File: config.mk
export PLATFORM = sky130hd
export DESIGN_NAME = ctrl_pattern_tx
export DESIGN_NICKNAME = d
export VERILOG_FILES = /design/src/rtl/ctrl_pattern_tx.sv
export SDC_FILE = /design/constraint.sdc
export NUM_CORES = 1
export LEC_CHECK = 0
export BUFFER_PORTS_ARGS = -buffer_cell sky130_fd_sc_hd__buf_2
export CORE_AREA = 2 2 65 67
export DETAILED_ROUTE_END_ITERATION = 8
export DIE_AREA = 0 0 67 69
export GPL_ROUTABILITY_DRIVEN = 0
export GPL_TIMING_DRIVEN = 0
export PLACE_DENSITY = 0.81
export SKIP_CTS_REPAIR_TIMING = 1
export SLEW_MARGIN = 20
export SYNTH_ARGS = -nofsm -noshare
export SYNTH_HDL_FRONTEND = slang
export SYNTH_SLANG_ARGS = --single-unit
File: constraint.sdc
create_clock -name clk -period 5.01 [get_ports clk]
set_clock_uncertainty 0.15 [all_clocks]
set_input_delay 0.2505 -clock clk [delete_from_list [all_inputs] [get_ports clk]]
set_output_delay 0.2505 -clock clk [all_outputs]
set_load 0.05 [all_outputs]
File: src/rtl/ctrl_pattern_tx.sv
// ctrl_pattern_tx: MSB-first serial pattern transmitter with repeat, inter-repeat gap and start/busy/done handshake
module ctrl_pattern_tx #(
  parameter int WIDTH = 16,
  parameter int LW = 5,
  parameter int GAP = 2
) (
  input  logic             clk,
  input  logic             reset,
  input  logic             start,
  input  logic             abort,
  input  logic [WIDTH-1:0] pattern,
  input  logic [LW-1:0]    length,
  input  logic [7:0]       repeat_cnt,
  output logic             ctrl_out,
  output logic             busy,
  output logic             done,
  output logic [LW-1:0]    bit_idx
);
  localparam int GW = GAP > 1 ? $clog2(GAP) : 1;
  localparam logic [LW-1:0] WL = LW'(WIDTH);
  localparam logic [GW-1:0] GL = GW'(GAP > 0 ? GAP - 1 : 0);
  typedef enum logic [1:0] {IDLE, SHIFT, GAPS, DONE} state_t;
  state_t state, state_n;
  logic [WIDTH-1:0] pat_q, pat_n;
  logic [LW-1:0] len_q, len_n, idx_n, eff_len;
  logic [7:0] rep_q, rep_n;
  logic [GW-1:0] gap_q, gap_n;
  logic accept, bit_n;
  assign eff_len = (length == '0 || length > WL) ? WL : length;
  assign accept = (state == IDLE || state == DONE) && start && !abort;
  assign bit_n = |(pat_n & ({{(WIDTH-1){1'b0}}, 1'b1} << idx_n));
  always_comb begin
    state_n = state;
    pat_n = pat_q;
    len_n = len_q;
    rep_n = rep_q;
    gap_n = gap_q;
    idx_n = bit_idx;
    case (state)
      IDLE, DONE: begin
        state_n = accept ? SHIFT : IDLE;
        pat_n = accept ? pattern : pat_q;
        len_n = accept ? eff_len : len_q;
        rep_n = accept ? repeat_cnt : rep_q;
        idx_n = accept ? eff_len - 1'b1 : '0;
      end
      SHIFT: begin
        if (abort) begin
          state_n = IDLE;
          idx_n = '0;
        end else if (bit_idx != '0) begin
          idx_n = bit_idx - 1'b1;
        end else if (rep_q != 8'd0) begin
          rep_n = rep_q - 8'd1;
          state_n = GAP > 0 ? GAPS : SHIFT;
          gap_n = GL;
          idx_n = GAP > 0 ? '0 : len_q - 1'b1;
        end else begin
          state_n = DONE;
          idx_n = '0;
        end
      end
      GAPS: begin
        state_n = abort ? IDLE : (gap_q == '0 ? SHIFT : GAPS);
        gap_n = gap_q - 1'b1;
        idx_n = (!abort && gap_q == '0) ? len_q - 1'b1 : '0;
      end
      default: state_n = IDLE;
    endcase
  end
  always_ff @(posedge clk) begin
    if (reset) begin
      state <= IDLE;
      pat_q <= '0;
      len_q <= '0;
      rep_q <= '0;
      gap_q <= '0;
      bit_idx <= '0;
      ctrl_out <= 1'b0;
      busy <= 1'b0;
      done <= 1'b0;
    end else begin
      state <= state_n;
      pat_q <= pat_n;
      len_q <= len_n;
      rep_q <= rep_n;
      gap_q <= gap_n;
      bit_idx <= idx_n;
      ctrl_out <= state_n == SHIFT && bit_n;
      busy <= state_n == SHIFT || state_n == GAPS;
      done <= state_n == DONE;
    end
  end
endmodule

==> out/results.tsv <==
metric	value	unit
synthArstFlopShare	0	%
ys_warn_count	0	
ios	41	
grt_pass1_wl	8630	µm
synth.distinct_cells	49	
powerDensity	303	nW/µm²
critical_path.top_delay_family	buffers and inverters	
clock.fmax	301	MHz
ys.flop_type	dfxtp_1	
arrival	3.36	ns
cts_made_buffers	5	
status	completed	
dpl.hpwl	3900	µm
place_inst	371	
tightest_slew	0.797	ns
num_vias	2135	
dieHeight	69	µm
grtUsageMet1	32.3	%
report.final.slew_viol_count	0	
hold_ws	0.0457	ns
stdcell_count	378	
fill_cells	360	
layout-drive-gt1-share	17.1	%
yosysTopAreaCellShare	36.1	%
synth_edf_count	0	
holdCritPathClass	in2reg	
switching_share	26.0	%
clkTransAtPathRegs	0.08	ns
worstPathCellList	inv_1 > ha_1 > nand3b_1 > buf_1 > clkbuf_1 > clkbuf_1 > nand2_1 > ha_1 > nand3b_1 > a41o_1 > a21oi_1	
p_leak	1.11	nW
seqPwrFrac	43.3	%
setup_tns	0	ns
synth.cell_area	2220	µm²
hold-path-cell-count	3	
synth_most_common_cell	nand2_1	
path_class	reg2reg	
start_kind	flop	
critical-path-max-stage-delay	0.50	ns
syn_avg_cell_area	7.89	µm²
hold_viol_final	0	
utilization	66.7	%
cp.required	5.05	ns
initial_core_util	56.7	%
r2r_slack	1.69	ns
ff2ff_path_depth	11	
switching_power	0.206	mW
max_cap_violations	0	
period_share	66.2	%
drtAntennaViolNets	0	
drt-initial-drc-count	189	
core_area	3910	µm²
syn_to_final_growth	17.7	%
grt_overflow_total	0	
grt_setup_unrepaired	false	
clockBufferDepth	2	
via_per_inst	5.65	
cts_root_buf	clkbuf_8	
timing.slew.headroom	46.5	%
grtUsageMet3	4.40	%
track_usage	23.7	%
slowest_stage	buf_1	
ys_ff_latch	40	
busiest_layer	met2	
crit_buf_inv	4	
peakVddDrop	0.199	mV
fin_nets	370	
synth_top_area_cell	dfxtp_1	
grt_antenna_before_repair	0	
timing.rr.start	state[0]$_SDFF_PP0_	
finalSetupViolations	0	
routed_wl	5180	µm
synthCells	281	
first_global_vias	1984	
ys_top_cells_by_count	nand2_1, dfxtp_1, nor2_1	
p_int	0.586	mW
ys_top_cells_by_area	dfxtp_1, nand2_1, nor2_1	
use_met2	37.7	%
dr.pass1.iters	4	
drt-wirelength-per-cell	13.7	µm
cts_tree	yes	
worst_skew_pair.late_latency	0.30	ns
die_area	4620	µm²
cts.sinks	40	
rows	23	
cp_max_fo	10	
drc	0	
pwr-share-clk	39.2	%
power_frac_comb	17.5	%
hold_end	pat_q[13]$_SDFF_PP0_	
synth-seq-area-share	36.1	%
timing.rr.end	ctrl_out$_SDFF_PP0_	
worstHoldStart	pattern[13]	
period_minus_slack	3.32	ns
antenna_cells	0	
io_buffers	40	
die_w	67	µm
syn-num-nets	323	
grt_max_degree	13	
htreeDepth	2	
critPathCaptureType	flop	
## cell families (layout without fill, tap and decap cells)
family / after synthesis / count (layout) / synth area share [%]
multiplexers: 10 / 10 / 5.92
flip-flops: 40 / 40 / 36.1
AND/OR/NAND/NOR: 115 / 115 / 24.2
AO/OA/AOI/OAI: 72 / 72 / 20.5
adder cells (fa/ha/maj): 9 / 9 / 5.08
XOR/XNOR: 7 / 7 / 2.76
buffers and inverters: 28 / 75 / 5.47
## routing by layer
| metal | wire (µm) | vias to the layer above |
|---|---|---|
| li1 | - | 1076 |
| met2 | 2410 | 63 |
| met5 | 0 | - |
| met1 | 2420 | 984 |
| met4 | 74 | 0 |
| met3 | 271 | 12 |
## cells in the final DEF (no fill, tap or decap), types with 5 or more instances in the layout
| master | instances |
|---|---|
| nor3_1 | 5 |
| xnor2_1 | 6 |
| dfxtp_1 | 40 |
| a21oi_1 | 25 |
| a22oi_1 | 5 |
| clkbuf_1 | 11 |
| o21ai_0 | 16 |
| ha_1 | 9 |
| a211oi_1 | 7 |
| nor2_1 | 39 |
| inv_1 | 13 |
| clkbuf_8 | 5 |
| buf_2 | 41 |
| mux2i_1 | 6 |
| nand2_1 | 45 |
## power by group through the flow
stage               registers, mW  logic, mW  clock network, mW
finish                      0.342      0.138              0.310
global route                0.344      0.154              0.329
CTS                         0.342      0.138              0.314
detailed placement          0.350      0.137                  0
global placement            0.349      0.134                  0
floorplan                   0.355     0.0909                  0
## flip-flops by register name, summed over array words and instances (netlist names)
name / flops
len_q: 5
ctrl_out: 1
bit_idx: 5
rep_q: 8
busy: 1
done: 1
pat_q: 16
state: 2
gap_q: 1
## worst register-to-register path, stage by stage, from the launching register on
cell	delay, ns
dfxtp_1	0.36
inv_1	0.06
ha_1	0.36
nand3b_1	0.22
buf_1	0.50
clkbuf_1	0.47
clkbuf_1	0.45
nand2_1	0.15
ha_1	0.22
nand3b_1	0.11
a41o_1	0.11
a21oi_1	0.05
## area by class of cell
type	count	area [µm²]	area share, %
buffer	15	72.6	2.78
clock buffer	5	68.8	2.64
tap	50	62.6	2.40
inverter	13	48.8	1.87
timing repair buffer	40	200	7.67
multi-input combinational	213	1300	49.7
sequential	40	801	30.7
clock inverter	2	60.1	2.30
## worst max-delay path by stage
stage	slack, ns	from	cells after the start	to
global route	1.43	state[0]$_SDFF_PP0_	11	ctrl_out$_SDFF_PP0_
detailed placement	1.72	state[0]$_SDFF_PP0_	11	ctrl_out$_SDFF_PP0_
floorplan	2.38	bit_idx[0]$_SDFF_PP0_	10	ctrl_out$_SDFF_PP0_
global placement	1.71	state[0]$_SDFF_PP0_	11	ctrl_out$_SDFF_PP0_
finish	1.69	state[0]$_SDFF_PP0_	11	ctrl_out$_SDFF_PP0_
CTS	1.70	state[0]$_SDFF_PP0_	11	ctrl_out$_SDFF_PP0_
## per-stage QoR
| step | cell area, µm² | total power, mW | worst slack [ns] |
|---|---|---|---|
| 2_1_floorplan | 2220 | 0.446 | 2.38 |
| 3_3_place_gp | 2480 | 0.483 | 1.71 |
| 3_5_place_dp | 2480 | 0.486 | 1.72 |
| 4_1_cts | 2610 | 0.794 | 1.70 |
| 5_1_grt | 2610 | 0.827 | 1.43 |
| 6_report | 2610 | 0.791 | 1.69 |
Note: power is estimated with default switching activity, not from simulation.
